**src/rtl/serializer_if.sv**
```systemverilog
// rtl/serializer_if.sv - word handshake and serial-output bundle for the serializer
interface serializer_if #(
  parameter int WIDTH = 8
);
  logic [WIDTH-1:0] data_in;
  logic             data_valid_in;
  logic             ready_out;
  logic             data_out;
  logic             write_out;
  logic             status_out;
  logic             done_out;

  modport master (
    output data_in, data_valid_in,
    input  ready_out, data_out, write_out, status_out, done_out
  );

  modport slave (
    input  data_in, data_valid_in,
    output ready_out, data_out, write_out, status_out, done_out
  );
endinterface

```
**src/rtl/serializer.sv**
```systemverilog
// rtl/serializer.sv - MSB-first parallel-to-serial transmitter with a one-word holding register
// Optional trailing even-parity bit enabled by defining SERIALIZER_PARITY_EN.
module serializer #(
  parameter int WIDTH = 8
) (
  input logic          clk_100KHz,
  input logic          reset,
  serializer_if.slave  bus
);
  localparam int CNT_W = $clog2(WIDTH + 1);
  localparam logic [CNT_W-1:0] LAST = CNT_W'(WIDTH - 1);

`ifdef SERIALIZER_PARITY_EN
  typedef enum logic [1:0] {IDLE = 2'd0, SHIFT = 2'd1, PARITY = 2'd2} state_t;
`else
  typedef enum logic {IDLE = 1'b0, SHIFT = 1'b1} state_t;
`endif

  state_t             state, state_next;
  logic [WIDTH-1:0]   hold_reg;
  logic               hold_valid;
  logic [WIDTH-1:0]   shift_reg;
  logic [CNT_W-1:0]   bit_cnt;
  logic               done_q;
  logic               done_next;
  logic               load;
  logic               accept;
`ifdef SERIALIZER_PARITY_EN
  logic               par_reg;
`endif

  assign accept = bus.data_valid_in && !hold_valid;

  always_ff @(posedge clk_100KHz) begin
    if (reset) state <= IDLE;
    else       state <= state_next;
  end

  // load moves the held word into the shifter; it fires from IDLE or at the end of a word
  always_comb begin
    state_next = state;
    load       = 1'b0;
    done_next  = 1'b0;
    case (state)
      IDLE: begin
        if (hold_valid) begin
          load       = 1'b1;
          state_next = SHIFT;
        end
      end
      SHIFT: begin
        if (bit_cnt == LAST) begin
`ifdef SERIALIZER_PARITY_EN
          state_next = PARITY;
`else
          done_next = 1'b1;
          if (hold_valid) load = 1'b1;
          else            state_next = IDLE;
`endif
        end
      end
`ifdef SERIALIZER_PARITY_EN
      PARITY: begin
        done_next = 1'b1;
        if (hold_valid) begin
          load       = 1'b1;
          state_next = SHIFT;
        end else begin
          state_next = IDLE;
        end
      end
`endif
      default: state_next = IDLE;
    endcase
  end

  always_ff @(posedge clk_100KHz) begin
    if (reset) begin
      hold_reg   <= '0;
      hold_valid <= 1'b0;
      shift_reg  <= '0;
      bit_cnt    <= '0;
      done_q     <= 1'b0;
`ifdef SERIALIZER_PARITY_EN
      par_reg    <= 1'b0;
`endif
    end else begin
      if (accept) hold_reg <= bus.data_in;

      if (accept)    hold_valid <= 1'b1;
      else if (load) hold_valid <= 1'b0;

      if (load) begin
        shift_reg <= hold_reg;
        bit_cnt   <= '0;
`ifdef SERIALIZER_PARITY_EN
        par_reg   <= ^hold_reg;
`endif
      end else if (state == SHIFT) begin
        shift_reg <= {shift_reg[WIDTH-2:0], 1'b0};
        bit_cnt   <= bit_cnt + 1'b1;
      end

      done_q <= done_next;
    end
  end

  assign bus.ready_out  = !hold_valid;
  assign bus.write_out  = (state != IDLE);
  assign bus.status_out = hold_valid || (state != IDLE);
  assign bus.done_out   = done_q;
`ifdef SERIALIZER_PARITY_EN
  assign bus.data_out   = (state == SHIFT)  ? shift_reg[WIDTH-1] :
                          (state == PARITY) ? par_reg : 1'b0;
`else
  assign bus.data_out   = (state == SHIFT) ? shift_reg[WIDTH-1] : 1'b0;
`endif
endmodule

```
**src/flat_wrapper.sv**
```systemverilog
// flat-port wrapper written by rule: the top's interface ports become plain ports
module serializer_flat 
#(
  parameter int WIDTH = 8
)
  (clk_100KHz, reset, bus_data_in, bus_data_valid_in, bus_ready_out, bus_data_out, bus_write_out, bus_status_out, bus_done_out);
  serializer_if #(.WIDTH(WIDTH)) bus_i ();
  input logic clk_100KHz;
  input logic reset;
  input wire logic [$bits(bus_i.data_in)-1:0] bus_data_in;
  input wire logic [$bits(bus_i.data_valid_in)-1:0] bus_data_valid_in;
  output wire logic [$bits(bus_i.ready_out)-1:0] bus_ready_out;
  output wire logic [$bits(bus_i.data_out)-1:0] bus_data_out;
  output wire logic [$bits(bus_i.write_out)-1:0] bus_write_out;
  output wire logic [$bits(bus_i.status_out)-1:0] bus_status_out;
  output wire logic [$bits(bus_i.done_out)-1:0] bus_done_out;
  assign bus_i.data_in = bus_data_in;
  assign bus_i.data_valid_in = bus_data_valid_in;
  assign bus_ready_out = bus_i.ready_out;
  assign bus_data_out = bus_i.data_out;
  assign bus_write_out = bus_i.write_out;
  assign bus_status_out = bus_i.status_out;
  assign bus_done_out = bus_i.done_out;
  serializer #(.WIDTH(WIDTH)) u_core (.clk_100KHz(clk_100KHz), .reset(reset), .bus(bus_i));
endmodule
```
**config.mk**
```make
export PLATFORM = sky130hd
export DESIGN_NAME = serializer_flat
export DESIGN_NICKNAME = d
export VERILOG_FILES = /design/src/rtl/serializer_if.sv /design/src/rtl/serializer.sv /design/src/flat_wrapper.sv
export SDC_FILE = /design/constraint.sdc
export NUM_CORES = 1
export LEC_CHECK = 0
export CAP_MARGIN = 30
export CORE_MARGIN = 4
export CORE_UTILIZATION = 53
export CTS_CLUSTER_DIAMETER = 120
export DETAILED_ROUTE_END_ITERATION = 8
export PLACE_DENSITY = 0.88
export SLEW_MARGIN = 10
export SYNTH_ARGS = -nofsm -noshare
export SYNTH_HDL_FRONTEND = slang
export SYNTH_SLANG_ARGS = --single-unit
```
**constraint.sdc**
```tcl
create_clock -name clk_100KHz -period 3.6 [get_ports clk_100KHz]
set_clock_uncertainty 0.1 [all_clocks]
set_input_delay 0.72 -clock clk_100KHz [delete_from_list [all_inputs] [get_ports clk_100KHz]]
set_output_delay 0.72 -clock clk_100KHz [all_outputs]
set_load 0.02 [all_outputs]
```
# Yosys cells after proc, flatten, opt, wreduce, memory -nomap -nowiden
# Cells that the tools add are included.
# classes
add_sub_neg,1
n_eq_ne,1
muxes,11
n_bitwise,1
reduce_logical,7
# op_table
op,count
8-bit two-way mux,2
1-bit two-way mux,7
4-bit by 1-bit adder with 4-bit output (second input constant),1
4-bit by 3-bit == test with 1-bit output (second input constant),1
1-bit one-hot mux with 2 select lines,2
2-bit nonzero test,2
2-bit OR reduction,2
1-bit logical AND,1
1-bit logical NOT,1
1-bit logical OR,1
1-bit inverter,1
# word_totals
register_bits,23
in_bits,11
output_inout_bits,5
elab_cells,27

# Longest topological paths before layout
# logic_depth
word_depth,5
depth_mapped,5
mapped_depth_nobuf,4

# Worst setup path before layout
# Ideal clock, no wire load.
# synth_path
path_kind,reg2out
from,"register u_core.state, in the netlist u_core.bus.write_out"
to,output bus_data_out
t_arrival_ns,0.988
path_slack_ns,1.792
path_stages_with_launch,4
path_buffers,2
path_cell_list,dfxtp_1 > buf_6 > buf_6 > and2_1
# synth_between
elab_chain_len,1
# synth_rtl
element,line,text
"start, declared",serializer.sv:19,"state_t state, state_next;"
"start signal, assigned",serializer.sv:36,else state <= state_next;
1-bit two-way mux,serializer.sv:116,assign bus.data_out = (state == SHIFT) ? shift_reg[WIDTH-1] : 1'b0;
"end, declared",flat_wrapper.sv:13,output wire logic [$bits(bus_i.data_out)-1:0] bus_data_out;
# Every way passes these cells.

# Worst setup path after layout
# layout_path
from,"register u_core.state, in the netlist u_core.bus.write_out"
to,output bus_status_out
# layout_between
elab_chain_len,1
# layout_rtl
element,line,text
1-bit logical OR,serializer.sv:110,assign bus.status_out = hold_valid || (state != IDLE);
"end, declared",flat_wrapper.sv:15,output wire logic [$bits(bus_i.status_out)-1:0] bus_status_out;
# Every way passes these cells.

==> impl_metrics.tcl <==
set metrics [dict create \
    status "finished, final reports clean" \
    numCtsBuffers 3 \
    hp-start "u_core.hold_reg[2]$_SDFFE_PP0P_" \
    clk_latency_ps 300 \
    tns_ps 0 \
    register_area_um2 460 \
    fin_crit_sh_pct 76.0 \
    final_area_mm2 0.00116 \
    dieHeight_um 51.2 \
    cp_max_fo 10 \
    path_cells "buf_4 -> nor2_1 -> inv_1 -> clkdlybuf4s50_1" \
    area_delta_synth_final_pct 17.4 \
    p_sw_uw 124 \
    start_kind "register" \
    period_needed_ps 2740 \
    grt_start_max_net_pins 24 \
    grt_pass1_wl_mm 2.99 \
    ys_types 28 \
    endpoint_kind "output port" \
    finalHoldViolCount 0 \
    switching_share_pct 26.4 \
    io_buffer_count 15 \
    syn-num-nets 118 \
    max_slew.worst_pin.slew_ps 814 \
    cts_tree "built" \
    synth-simple-area-share_pct 15.9 \
    combPwrFrac_pct 14.8 \
    drv_cap 0 \
    relSlewSlack_pct 45.6 \
    seqPwrFrac_pct 60.1 \
    r2r-start "u_core.bus.write_out$_SDFF_PP0_" \
    leakage_uw 0.000423 \
    crit_start "u_core.bus.write_out$_SDFF_PP0_" \
    worst-path-buf-inv 3 \
    ys_ff_latch 23 \
    yosys_warnings 0 \
    antenna_found_initial 0 \
    drt_first_pass_iters 4 \
    hpwl_mm 1.33 \
    die_x_um 51.2 \
    yosys.area_share.adder_pct 1.26 \
    slew_viol_final 0 \
    vias_per_cell 5.54 \
    avgSynthCellArea_um2 9.34 \
    overflow 0 \
    core-area_mm2 0.00175 \
    postCtsSetupBuffers 0 \
    finalSetupViolCount 0 \
    initial_utilization_pct 56.7 \
    clock_path_buffers 2 \
    wl_per_cell_um 12.6 \
    place_area_mm2 0.00113 \
    worst_path_largest_cell_delay_ps 630 \
    grt_pass1_vias 698 \
    peakVddDrop_mv 0.262 \
    root_buffer "clkbuf_4" \
    p_int_uw 346 \
    ios 16 \
    dr_total_vias 798 \
    drt_iter0_drc 22 \
    pwr-share-clk_pct 25.0 \
    nets 132 \
    drive_above_1_share_pct 8.40 \
    multi_input_area_um2 474 \
    synth_top_family_by_area "compound AO/OA/AOI/OAI gates" \
    slowest_stage "dfxtp_1" \
    cts_resized 0 \
    drt-total-wl_mm 1.82 \
    cts.sinks 23 \
    synth-xor-area-share_pct 2.65 \
    required_ps 2780 \
    n_fill_cell 140 \
    drc 0 \
    crit_type "reg2out" \
    placementRows 15 \
    antenna_left 0 \
    clock.fmax_ghz 0.366 \
    track_usage_pct 14.9 \
    synth_compound_area_share_pct 20.0 \
    finalPower_uw 470 \
    mappedNetlistArea_um2 990 \
    clk_pin_slew_worst_paths_ps 120 \
    min_path_type "reg2reg" \
    cp_top_family "buffers and inverters" \
    seq_area_frac_synth_pct 46.5 \
    gp_congestion 0.720 \
    rsz0062_at_grt "no" \
    antennaDiodeCount 0 \
    ctsHoldBuffers 0 \
    cp.arrival_ps 1920 \
    die_area_mm2 0.00262 \
    htreeDepth 1 \
    netlist_instances 106 \
    p_per_area_mw_per_mm2 404 \
    synth_mux_area_share_pct 8.09 \
]
worst reg2reg max path: stages (launching register included):
cell	delay [ps]
dfxtp_1	630
buf_4	270
inv_2	60
o21ai_2	300
o221a_1	240
kinds of logic after synthesis:
logic type                 Yosys count
AOI/OAI and AO/OA                   29
xor gates and xnor gates             3
adders and majority gates            1
buffers and inverters               10
DFF                                 23
muxes                                8
and+or+nand+nor                     32
layout by cell type (no fill, tap or decap):
master / count
o21ai_2: 1
o221a_1: 7
xor2_1: 2
nand4b_1: 1
clkbuf_4: 3
ha_1: 1
and2_1: 1
inv_1: 1
and3b_1: 1
xnor2_1: 1
nor3_1: 2
nor2b_1: 1
a21oi_1: 19
mux2i_1: 8
clkdlybuf4s50_1: 15
nand3b_1: 1
nand2_1: 16
nand3_1: 2
nand2b_1: 1
a22oi_1: 1
nor2_1: 3
nor3_2: 1
inv_2: 2
dfxtp_1: 23
clkinv_2: 1
buf_4: 1
nand2_2: 1
o211ai_1: 1
nand4_1: 1
synthesized netlist by cell type:
master | number | share of area [%]
and2_1 | 1 | 0.63
nand3b_1 | 1 | 0.76
a22oi_1 | 1 | 0.76
nand2_2 | 1 | 0.63
nor3_2 | 1 | 1.0
nand4_1 | 1 | 0.63
ha_1 | 1 | 1.3
nand3_1 | 2 | 1.0
buf_2 | 2 | 1.0
inv_1 | 1 | 0.38
and3b_1 | 1 | 0.89
dfxtp_1 | 23 | 47
o211ai_1 | 1 | 0.76
nor2_1 | 3 | 1.1
o221a_1 | 7 | 8.0
nor2b_1 | 1 | 0.63
buf_6 | 2 | 2.3
nand2_1 | 16 | 6.1
xnor2_1 | 1 | 0.89
nand4b_1 | 1 | 0.89
clkbuf_1 | 3 | 1.1
xor2_1 | 2 | 1.8
nor3_1 | 2 | 1.0
mux2i_1 | 8 | 8.1
nand2b_1 | 1 | 0.63
inv_2 | 2 | 0.76
a21oi_1 | 19 | 9.6
o21ai_2 | 1 | 0.89
path summary, 6_finish.rpt:
path,endpoint,slack [ps],depth (start not counted)
min reg2reg,u_core.hold_reg[2]$_SDFFE_PP0P_,380,2
max reg2reg,u_core.shift_reg[1]$_SDFFE_PP0P_,1960,4
max,bus_status_out,860,4
min,u_core.hold_reg[2]$_SDFFE_PP0P_,380,2
power groups by stage:
stage	clock, uW	sequential (uW)	combinational, uW
6_report	117	282	69.7
5_1_grt	135	285	76.6
4_1_cts	120	282	69.8
3_5_place_dp	0	288	69.5
3_3_place_gp	0	288	67.2
2_1_floorplan	0	284	50.4
area by class of cell:
cell class	count	area share (%)
Sequential cell	23	39.6
Tap cell	25	2.69
Timing Repair Buffer	16	13.6
Clock buffer	3	1.94
Multi-Input combinational cell	73	40.8
Clock inverter	1	0.431
Inverter	3	0.969
through the flow:
stage | worst slack [ps] | instances | hold WS [ps] | util [%]
after floorplan | 1790 | 106 | 336 | -
after global placement | 1240 | 140 | 346 | 65.0
after detailed placement | 1210 | 140 | 357 | 65.0
after CTS | 850 | 144 | 375 | 66.6
after global routing | 765 | 144 | 406 | 66.6
final | 865 | 144 | 376 | 66.6
per-layer routing:
metal	up-vias	track usage, %	part of all wire, %
met3	4	2.62	4.3
met5	-	0	0
met1	373	20.2	49
met4	0	7.86	1.0
met2	19	22.5	45
li1	402	-	-
Note: power is estimated with default switching activity, not from simulation.
